File: config.mk
export PLATFORM = sky130hd
export DESIGN_NAME = esm_fetch_feeder
export DESIGN_NICKNAME = d
export VERILOG_FILES = /design/src/rtl/esm_pkg.sv /design/src/rtl/esm_fetch_fifo.sv /design/src/rtl/esm_fetch_feeder.sv
export SDC_FILE = /design/constraint.sdc
export NUM_CORES = 1
export LEC_CHECK = 0
export CORE_UTILIZATION = 30
export CTS_CLUSTER_DIAMETER = 80
export DETAILED_ROUTE_END_ITERATION = 8
export PLACE_DENSITY = 0.54
export REMOVE_ABC_BUFFERS = 1
export SYNTH_ARGS = -nofsm -noshare
export SYNTH_HDL_FRONTEND = slang
export SYNTH_SLANG_ARGS = --single-unit
File: constraint.sdc
create_clock -name clk -period 3.2 [get_ports clk]
set_input_delay 0.32 -clock clk [delete_from_list [all_inputs] [get_ports clk]]
set_output_delay 0.32 -clock clk [all_outputs]
set_load 0.05 [all_outputs]
File: src/rtl/esm_pkg.sv
// Shared definitions for the ESM fetch feeder: opcodes, FIFO entry type and the
// RegWrite/ALUSrc decode helper.
package esm_pkg;

    localparam int unsigned INSTR_W = 32;

    localparam logic [6:0] OP_R     = 7'b0110011;
    localparam logic [6:0] OP_IMM   = 7'b0010011;
    localparam logic [6:0] OP_LOAD  = 7'b0000011;
    localparam logic [6:0] OP_STORE = 7'b0100011;
    localparam logic [6:0] OP_LUI   = 7'b0110111;
    localparam logic [6:0] OP_AUIPC = 7'b0010111;
    localparam logic [6:0] OP_JAL   = 7'b1101111;
    localparam logic [6:0] OP_JALR  = 7'b1100111;

    localparam logic [INSTR_W-1:0] NOP_WORD = '0;

    // Only the raw word is buffered; flags are decoded when the entry is popped.
    typedef struct packed {
        logic [INSTR_W-1:0] instr;
    } fetch_entry_t;

    typedef struct packed {
        logic reg_write;
        logic alu_src;
    } dec_flags_t;

    function automatic dec_flags_t decode(input logic [6:0] opcode);
        dec_flags_t f;
        f = '0;
        case (opcode)
            OP_R, OP_JAL: begin
                f.reg_write = 1'b1;
            end
            OP_IMM, OP_LOAD, OP_LUI, OP_AUIPC, OP_JALR: begin
                f.reg_write = 1'b1;
                f.alu_src   = 1'b1;
            end
            OP_STORE: begin
                f.alu_src = 1'b1;
            end
            default: begin
                f = '0;
            end
        endcase
        return f;
    endfunction

endpackage

File: src/rtl/esm_fetch_fifo.sv
// Prefetch FIFO for the fetch feeder: synchronous push/pop/clear, async reset,
// simultaneous push and pop allowed even when full.
module esm_fetch_fifo
    import esm_pkg::*;
#(
    parameter int unsigned FIFO_DEPTH = 4,
    localparam int unsigned PTR_W = $clog2(FIFO_DEPTH),
    localparam int unsigned CNT_W = PTR_W + 1
) (
    input  logic             clk,
    input  logic             rst,
    input  logic             push,
    input  logic             pop,
    input  logic             clear,
    input  fetch_entry_t     wdata,
    output fetch_entry_t     rdata,
    output logic [CNT_W-1:0] count,
    output logic             empty,
    output logic             full
);

    logic [PTR_W-1:0] wr_ptr_q;
    logic [PTR_W-1:0] rd_ptr_q;
    logic [CNT_W-1:0] count_q;
    fetch_entry_t     mem_q [FIFO_DEPTH];

    logic do_push;
    logic do_pop;

    assign empty   = (count_q == '0);
    assign full    = (count_q == CNT_W'(FIFO_DEPTH));
    assign count   = count_q;
    assign rdata   = mem_q[rd_ptr_q];
    assign do_pop  = pop && !empty;
    // A pop in the same cycle frees the slot the push is about to use.
    assign do_push = push && (!full || do_pop);

    always_ff @(posedge clk or posedge rst) begin
        if (rst) begin
            wr_ptr_q <= '0;
            rd_ptr_q <= '0;
            count_q  <= '0;
        end else if (clear) begin
            wr_ptr_q <= '0;
            rd_ptr_q <= '0;
            count_q  <= '0;
        end else begin
            if (do_push) begin
                wr_ptr_q <= wr_ptr_q + PTR_W'(1);
            end
            if (do_pop) begin
                rd_ptr_q <= rd_ptr_q + PTR_W'(1);
            end
            count_q <= count_q + CNT_W'(do_push) - CNT_W'(do_pop);
        end
    end

    always_ff @(posedge clk) begin
        if (do_push && !clear) begin
            mem_q[wr_ptr_q] <= wdata;
        end
    end

endmodule

File: src/rtl/esm_fetch_feeder.sv
// Instruction fetch stage feeding ESM: credit-limited in-order fetch, prefetch FIFO,
// registered Instr_out/RegWrite/ALUSrc. ESM_FETCH_PERF_EN adds a bubble counter.
module esm_fetch_feeder
    import esm_pkg::*;
#(
    parameter int unsigned       Instruction_word_size = INSTR_W,
    parameter int unsigned       FIFO_DEPTH            = 4,
    parameter int unsigned       ADDR_W                = 32,
    parameter logic [ADDR_W-1:0] RESET_PC              = '0
) (
    input  logic                             clk,
    input  logic                             rst,
    output logic                             imem_req,
    output logic [ADDR_W-1:0]                imem_addr,
    input  logic                             imem_valid,
    input  logic [Instruction_word_size-1:0] imem_rdata,
    input  logic                             stall,
    input  logic                             flush,
    input  logic [ADDR_W-1:0]                flush_pc,
    output logic [Instruction_word_size-1:0] Instr_out,
    output logic                             RegWrite,
    output logic                             ALUSrc
`ifdef ESM_FETCH_PERF_EN
    ,
    output logic [31:0]                      bubble_cnt
`endif
);

    localparam int unsigned CNT_W = $clog2(FIFO_DEPTH) + 1;

    logic [ADDR_W-1:0] pc_q, pc_d;
    logic [CNT_W-1:0]  outst_q, outst_d;
    logic [CNT_W-1:0]  drop_q, drop_d;

    logic [Instruction_word_size-1:0] instr_q;
    logic                             reg_write_q;
    logic                             alu_src_q;

    logic             fifo_push;
    logic             fifo_pop;
    logic             fifo_empty;
    logic             fifo_full;
    logic [CNT_W-1:0] fifo_count;
    fetch_entry_t     fifo_wdata;
    fetch_entry_t     fifo_rdata;

    logic                             resp;
    logic                             credit_ok;
    logic [Instruction_word_size-1:0] head_instr;
    dec_flags_t                       head_flags;

    esm_fetch_fifo #(
        .FIFO_DEPTH (FIFO_DEPTH)
    ) u_fifo (
        .clk   (clk),
        .rst   (rst),
        .push  (fifo_push),
        .pop   (fifo_pop),
        .clear (flush),
        .wdata (fifo_wdata),
        .rdata (fifo_rdata),
        .count (fifo_count),
        .empty (fifo_empty),
        .full  (fifo_full)
    );

    // A response with nothing outstanding can only be a stray from before a reset.
    assign resp      = imem_valid && (outst_q != '0);
    assign credit_ok = ({1'b0, fifo_count} + {1'b0, outst_q}) < (CNT_W + 1)'(FIFO_DEPTH);
    assign imem_req  = !rst && !flush && credit_ok;
    assign imem_addr = pc_q;

    assign fifo_wdata.instr = INSTR_W'(imem_rdata);
    assign head_instr       = Instruction_word_size'(fifo_rdata.instr);
    assign head_flags       = decode(head_instr[6:0]);

    always_comb begin
        pc_d      = pc_q;
        outst_d   = outst_q;
        drop_d    = drop_q;
        fifo_push = 1'b0;
        fifo_pop  = 1'b0;
        if (flush) begin
            pc_d    = flush_pc;
            outst_d = outst_q - CNT_W'(resp);
            // Everything still in flight after this cycle belongs to the old stream.
            drop_d  = outst_d;
        end else begin
            if (imem_req) begin
                pc_d = pc_q + ADDR_W'(4);
            end
            outst_d = outst_q + CNT_W'(imem_req) - CNT_W'(resp);
            if (resp) begin
                if (drop_q != '0) begin
                    drop_d = drop_q - CNT_W'(1);
                end else begin
                    fifo_push = 1'b1;
                end
            end
            fifo_pop = !stall && !fifo_empty;
        end
    end

    always_ff @(posedge clk or posedge rst) begin
        if (rst) begin
            pc_q    <= RESET_PC;
            outst_q <= '0;
            drop_q  <= '0;
        end else begin
            pc_q    <= pc_d;
            outst_q <= outst_d;
            drop_q  <= drop_d;
        end
    end

    always_ff @(posedge clk or posedge rst) begin
        if (rst) begin
            instr_q     <= '0;
            reg_write_q <= 1'b0;
            alu_src_q   <= 1'b0;
        end else if (flush) begin
            instr_q     <= '0;
            reg_write_q <= 1'b0;
            alu_src_q   <= 1'b0;
        end else if (!stall) begin
            if (!fifo_empty) begin
                instr_q     <= head_instr;
                reg_write_q <= head_flags.reg_write;
                alu_src_q   <= head_flags.alu_src;
            end else begin
                instr_q     <= Instruction_word_size'(NOP_WORD);
                reg_write_q <= 1'b0;
                alu_src_q   <= 1'b0;
            end
        end
    end

    assign Instr_out = instr_q;
    assign RegWrite  = reg_write_q;
    assign ALUSrc    = alu_src_q;

`ifdef ESM_FETCH_PERF_EN
    logic [31:0] bubble_q;

    always_ff @(posedge clk or posedge rst) begin
        if (rst) begin
            bubble_q <= '0;
        end else if (!stall && !flush && fifo_empty && (bubble_q != 32'hFFFF_FFFF)) begin
            bubble_q <= bubble_q + 32'd1;
        end
    end

    assign bubble_cnt = bubble_q;
`endif

`ifndef SYNTHESIS
    // The credit rule must make a push into a full FIFO without a pop impossible.
    fifo_no_overflow: assert property (@(posedge clk) disable iff (rst)
        !(fifo_push && !flush && fifo_full && !fifo_pop));
`endif

endmodule

Yosys cells after proc, flatten, opt, wreduce, memory -nomap -nowiden:

Memory sizes are Yosys's and may differ from the RTL's.
Cells that the tools add are included.

* add/sub/neg operators: 10
* order comparisons: 1
* eq/ne operators: 10
* mux-type cells: 28
* reduce and logical (&&, ||, !) cells: 24

Operator list (count)
* $mux W32: 5
* $add A32 B3 Y32 const B: 1
* $eq A7 B6 Y1 const B: 3
* $mux W3: 5
* $eq A7 B5 Y1 const B: 2
* $eq A7 B7 Y1 const B: 2
* $mux W1: 14
* $reduce_bool A2 Y1: 5
* $sub A3 B1 Y3: 3
* $mux W2: 4
* $eq A7 B2 Y1 const B: 1
* $logic_and A1 B1 Y1: 7
* $reduce_or A7 Y1: 1
* $add A3 B1 Y3: 2
* $reduce_bool A3 Y1: 2
* $reduce_or A6 Y1: 1
* $logic_not A1 Y1: 5
* $add A2 B1 Y2 const B: 2
* $add A3 B3 Y4: 1
* $lt A4 B3 Y1 const B: 1
* $eq A3 B3 Y1 const B: 1
* $logic_not A3 Y1: 1
* $sub A3 B1 Y3 const B: 1
* $ne A2 B1 Y1 const B: 1
* other kinds (2): 2

* flip-flop bits (word level): 79
* bits in writable memories: 128
* output and inout bits: 67
* memories: 1

Memories
* u_fifo.mem_q: words 4, width 32, read ports 1, clocked after memory_dff 0, write ports 1, RTL line esm_fetch_fifo.sv:25 `fetch_entry_t mem_q [FIFO_DEPTH];`

Depth between registers and ports, before layout:

* word-level depth: 10
* depth in mapped cells: 10
* depth with buffers taken out: 9

Modules after synthesis:

Synthesis repeated with hierarchy kept, for this count alone.

* cells, all modules: 565
* area total of the unflattened synthesis: 8713.4 µm²

By module, submodules not included
* esm_fetch_fifo: instances 1, cells each 214, area each 5116.2 µm², sequential area each 4018.9 µm²
* esm_fetch_feeder: instances 1, cells each 351, area each 3597.2 µm², sequential area each 1801.7 µm²

Least setup slack after synthesis:

Ideal clock, no wire load.

* kind: register -> register
* from: register outst_q[2]
* to: register outst_q[2]
* setup time: 131 ps
* data arrival time: 3135 ps
* path slack: -66 ps
* cell stages (with the launch flop): 11
* clock period less this slack: 3266 ps
* path through: dfrtp_1 > ha_1 > or4_1 > a311o_1 > clkinv_1 > buf_1 > ha_1 > fa_1 > xor2_1 > o21ai_0 > xor2_1

* word-level cells in the longest chain between the ends: 6

RTL lines
* start: declaration: RTL line esm_fetch_feeder.sv:32 `logic [CNT_W-1:0] outst_q, outst_d;`
* start signal: assignment: RTL line esm_fetch_feeder.sv:111 `outst_q <= outst_d;`
* $add A3 B3 Y4: RTL line esm_fetch_feeder.sv:69 `assign credit_ok = ({1'b0, fifo_count} + {1'b0, outst_q}) < (CNT_W + 1)'(FIFO_DEPTH);`
* $lt A4 B3 Y1: RTL line esm_fetch_feeder.sv:69
* $logic_and A1 B1 Y1: RTL line esm_fetch_feeder.sv:70 `assign imem_req = !rst && !flush && credit_ok;`
* via imem_req: RTL line esm_fetch_feeder.sv:13 `output logic imem_req,`
* $add A3 B1 Y3: RTL line esm_fetch_feeder.sv:92 `outst_d = outst_q + CNT_W'(imem_req) - CNT_W'(resp);`
* $sub A3 B1 Y3: RTL line esm_fetch_feeder.sv:92
* $mux W3: RTL line esm_fetch_feeder.sv:83 `if (flush) begin`
* via outst_d[2]: RTL line esm_fetch_feeder.sv:32

The timed path passes the listed nets, and every way through them passes these cells.
A chain may end at the register's enable or synchronous reset.

Worst setup path after layout:

* from: register outst_q[2]
* to: output imem_req

* word-level cells in the longest chain between the ends: 3

RTL lines (RTL line)
* $add A3 B3 Y4: esm_fetch_feeder.sv:69
* $lt A4 B3 Y1: esm_fetch_feeder.sv:69
* $logic_and A1 B1 Y1: esm_fetch_feeder.sv:70
* end: declaration: esm_fetch_feeder.sv:13

No other way between the ends.

==> out/qor.json <==
{
  "clock_tree": {
    "cts-root-buf": "sky130_fd_sc_hd__clkbuf_16",
    "clock_latency_ns": 0.53,
    "clk_pin_slew_ns": 0.06,
    "post_cts_resize_count": 0,
    "cts_max_path_buffers": 3,
    "cts_num_sinks": 207,
    "cts_tree": "yes",
    "cts_buffers": 24,
    "cts.hold.buffers_added": 0,
    "cts_setup_buffers": 0,
    "clock_tree.htree_level_count": 1
  },
  "drt": {
    "antenna_left": 0,
    "drcViolationCount": 0,
    "via_per_inst": 4.93,
    "post_drt_wl_per_cell_um": 18.6,
    "drt_iter0_drc": 443,
    "vias": 5442,
    "routed_wl_um": 20500,
    "first_pass_iters": 5
  },
  "place": {
    "io_buffers": 135,
    "place_hpwl_um": 13100,
    "pre_cts_ws_ns": 0.414,
    "gpl.final_weighted_congestion": 0.862
  },
  "layout": {
    "utilization_after_layout": 0.404,
    "layout.nets": 794,
    "areaGrowthSynthToFinish_pct": 31.6,
    "drive_above_1_share": 0.139
  },
  "setup_path": {
    "timing.rr.end": "imem_addr[16]",
    "r2r.worst_path.cells": 8,
    "timing.critical_path.to": "imem_req",
    "cpMaxStageDelayCell": "sky130_fd_sc_hd__or4_1",
    "cp.arrival_ns": 2.67,
    "worst-r2r-setup-slack_ns": 0.49,
    "reg2reg_from": "outst_q[2]",
    "crit_top_cell": "sky130_fd_sc_hd__buf_4",
    "cpPeakStageDelay_ns": 0.49,
    "cp_data_required_time_ns": 2.88,
    "crit_path_end_kind": "output port",
    "timing.setup.critical_path_class": "flip-flop to output port",
    "startpoint_type": "flip-flop",
    "worstPathCellList": "ha_1 -> or4_1 -> a311o_1 -> clkinv_1 -> buf_4 -> buf_4",
    "top_fanout_value_on_the_critical_path": 26,
    "critical_path.startpoint": "outst_q[2]"
  },
  "timing": {
    "setup_tns_ns": 0,
    "fin_ws_ns": 0.207,
    "max_freq_ghz": 0.334,
    "timing_hold_violations_final": 0,
    "finalMaxSlewViolations": 0,
    "final_period_minus_worst_setup_slack_ns": 2.99,
    "finalSetupViolations": 0,
    "tightest_slew_ns": 0.786,
    "post-route-period-util": 0.935,
    "worst_slew_margin_rel": 0.476,
    "grt_setup_unrepaired": "no",
    "skew_ns": 0.0329
  },
  "worst_hold_path": {
    "hold_path_depth": 2,
    "hold_class": "primary input to flip-flop"
  },
  "pwr": {
    "peakVddDrop_uv": 388,
    "power.switching_fraction": 0.304,
    "power_frac_clock": 0.351,
    "seqPwrFrac": 0.410,
    "p_per_area_nw_per_um2": 709,
    "static_leakage_uw": 0.00411,
    "comb_power_share": 0.239,
    "cell_internal_pwr_uw": 5600,
    "net-switching-power_uw": 2440
  },
  "job": {
    "cap_violations": 0
  },
  "global_routing": {
    "grt.met3_usage": 0.0400,
    "global_route.usage.met2": 0.230,
    "first_pass_grt_wire_length_um": 32100,
    "via_count_of_the_first_global_routing_pass": 5643,
    "grt_max_degree": 50,
    "grt_most_used_layer": "met2",
    "grt_util_met1": 0.191,
    "global_route.usage.total": 0.142,
    "initial_antenna_violation_count": 2,
    "globalRouteOverflowTotal": 0
  },
  "synth": {
    "synthesis.area_per_instance_um2": 15.3,
    "synth_seq_area_share": 0.676,
    "yosys_warnings": 0,
    "ys_seq_elements": 207,
    "edff_count_synth": 128,
    "syn-instance-count": 563,
    "async_flop_share": 0.382,
    "synthFlopType": "sky130_fd_sc_hd__edfxtp_1",
    "yosys.cell_types.count": 51,
    "post_synth_instance_area_um2": 8600
  },
  "outcome": {
    "outcome": "completed"
  },
  "die": {
    "fp.coreArea_um2": 28000,
    "dieArea_um2": 29400,
    "die_width_um": 171,
    "io_pins": 136,
    "floorplan.die.height_um": 171,
    "fp-row-count": 61,
    "initial_utilization": 0.307
  }
}
[how the worst min path moves through the flow]
| stage | startpoint | to | slack [ns] |
|---|---|---|---|
| 6_report | flush | u_fifo.rd_ptr_q[0] | 0.23 |
| 5_1_grt | flush | u_fifo.count[1] | 0.26 |
| 4_1_cts | flush | u_fifo.rd_ptr_q[0] | 0.22 |
| 3_5_place_dp | RegWrite | RegWrite | 0.47 |
| 3_3_place_gp | RegWrite | RegWrite | 0.49 |
| 2_1_floorplan | flush | u_fifo.count[0] | 0.39 |
[layout make-up]
cell class	instances	area (um2)
Inverter	23	87.6
Clock inverter	10	149
Timing Repair Buffer	150	1520
Multi-Input combinational cell	302	2590
Clock buffer	33	684
Sequential cell	207	5820
Tap cell	378	473
Fill cell	2573	16700
Antenna cell	1	2.50
[cell usage in the layout, fill, tap and decap left out, types with 5 or more instances in the layout]
master                            count
sky130_fd_sc_hd__dfrtp_1             77
sky130_fd_sc_hd__buf_4               11
sky130_fd_sc_hd__nor3_1              11
sky130_fd_sc_hd__nor4_1               5
sky130_fd_sc_hd__edfxtp_1           128
sky130_fd_sc_hd__buf_12               5
sky130_fd_sc_hd__clkdlybuf4s50_1    133
sky130_fd_sc_hd__nor2_1              20
sky130_fd_sc_hd__nor2b_1              6
sky130_fd_sc_hd__clkbuf_16           24
sky130_fd_sc_hd__a22o_1              34
sky130_fd_sc_hd__clkinv_2             6
sky130_fd_sc_hd__xnor2_1              5
sky130_fd_sc_hd__o211ai_1             6
sky130_fd_sc_hd__clkbuf_8             5
sky130_fd_sc_hd__a21oi_1              8
sky130_fd_sc_hd__a221o_1              9
sky130_fd_sc_hd__ha_1                15
sky130_fd_sc_hd__inv_1               21
sky130_fd_sc_hd__o21ai_0             18
sky130_fd_sc_hd__or3_1                5
sky130_fd_sc_hd__nand2_1             37
sky130_fd_sc_hd__mux4_2              32
sky130_fd_sc_hd__nand3_1             19
sky130_fd_sc_hd__a21o_1               6
sky130_fd_sc_hd__o311ai_0             6
sky130_fd_sc_hd__or4_1                6
sky130_fd_sc_hd__nand4_1              7
[power by group through the flow]
stage | logic [uW] | clock network, uW | registers (uW)
4_1_cts | 1950 | 2890 | 3300
6_report | 1920 | 2820 | 3290
5_1_grt | 2080 | 3010 | 3330
3_3_place_gp | 1890 | 0 | 3340
3_5_place_dp | 1940 | 0 | 3350
2_1_floorplan | 805 | 0 | 3760
[synth_stat cells (5+ instances only)]
library cell | instances | area share
sky130_fd_sc_hd__clkbuf_1 | 17 | 0.0074
sky130_fd_sc_hd__buf_1 | 8 | 0.0035
sky130_fd_sc_hd__nor2b_1 | 7 | 0.0051
sky130_fd_sc_hd__ha_1 | 15 | 0.022
sky130_fd_sc_hd__mux4_2 | 32 | 0.084
sky130_fd_sc_hd__a22o_1 | 34 | 0.035
sky130_fd_sc_hd__nand2_1 | 37 | 0.016
sky130_fd_sc_hd__nand3_1 | 19 | 0.011
sky130_fd_sc_hd__nor2_1 | 20 | 0.0087
sky130_fd_sc_hd__o21ai_0 | 18 | 0.010
sky130_fd_sc_hd__nor4_1 | 5 | 0.0036
sky130_fd_sc_hd__and2_1 | 5 | 0.0036
sky130_fd_sc_hd__inv_1 | 22 | 0.0096
sky130_fd_sc_hd__xnor2_1 | 5 | 0.0051
sky130_fd_sc_hd__a221o_1 | 9 | 0.010
sky130_fd_sc_hd__or3_1 | 5 | 0.0036
sky130_fd_sc_hd__a21oi_1 | 8 | 0.0047
sky130_fd_sc_hd__nand4_1 | 7 | 0.0051
sky130_fd_sc_hd__nor3_1 | 12 | 0.0070
sky130_fd_sc_hd__dfrtp_1 | 79 | 0.23
sky130_fd_sc_hd__o211ai_1 | 6 | 0.0052
sky130_fd_sc_hd__edfxtp_1 | 128 | 0.45
sky130_fd_sc_hd__a21o_1 | 6 | 0.0052
sky130_fd_sc_hd__o311ai_0 | 6 | 0.0061
sky130_fd_sc_hd__or4_1 | 6 | 0.0052
[flip-flops by register name, indices dropped and copies added (netlist names)]
signal,count
drop_q,3
ALUSrc,1
imem_addr,32
u_fifo.mem_q,128
u_fifo.rd_ptr_q,2
outst_q,3
RegWrite,1
u_fifo.count,3
u_fifo.wr_ptr_q,2
Instr_out,32
[cell families after synthesis]
| logic type | synth area share |
|---|---|
| xor+xnor | 0.00916 |
| mux | 0.0910 |
| compound gates | 0.0893 |
| buf+inv | 0.0247 |
| simple gates | 0.0829 |
| flops | 0.676 |
| fa+ha+maj | 0.0265 |
[critical path: cells and delay by family (launching register included)]
kind                     cells  cell delay, ns
AO/OA/AOI/OAI                1            0.30
adder cells (fa/ha/maj)      1            0.30
buffers and inverters        3            0.63
flip-flops                   1            0.43
AND/OR/NAND/NOR              1            0.49
[per-layer routing]
metal	part of all wire	up-vias	wire length, um
li1	-	2490	-
met1	0.45	2724	9220
met2	0.45	197	9310
met3	0.081	29	1670
met4	0.016	2	325
met5	0.00063	-	13
[stage by stage]
stage,instances,hold slack [ns],area (um2),total power (uW)
floorplan,532,0.386,8480,4570
global placement,1060,0.490,10500,5220
detailed placement,1060,0.468,10500,5290
CTS,1103,0.224,11300,8130
global route,1103,0.257,11300,8420
finish,1104,0.235,11300,8040
Power figures use the tool's default switching activity.
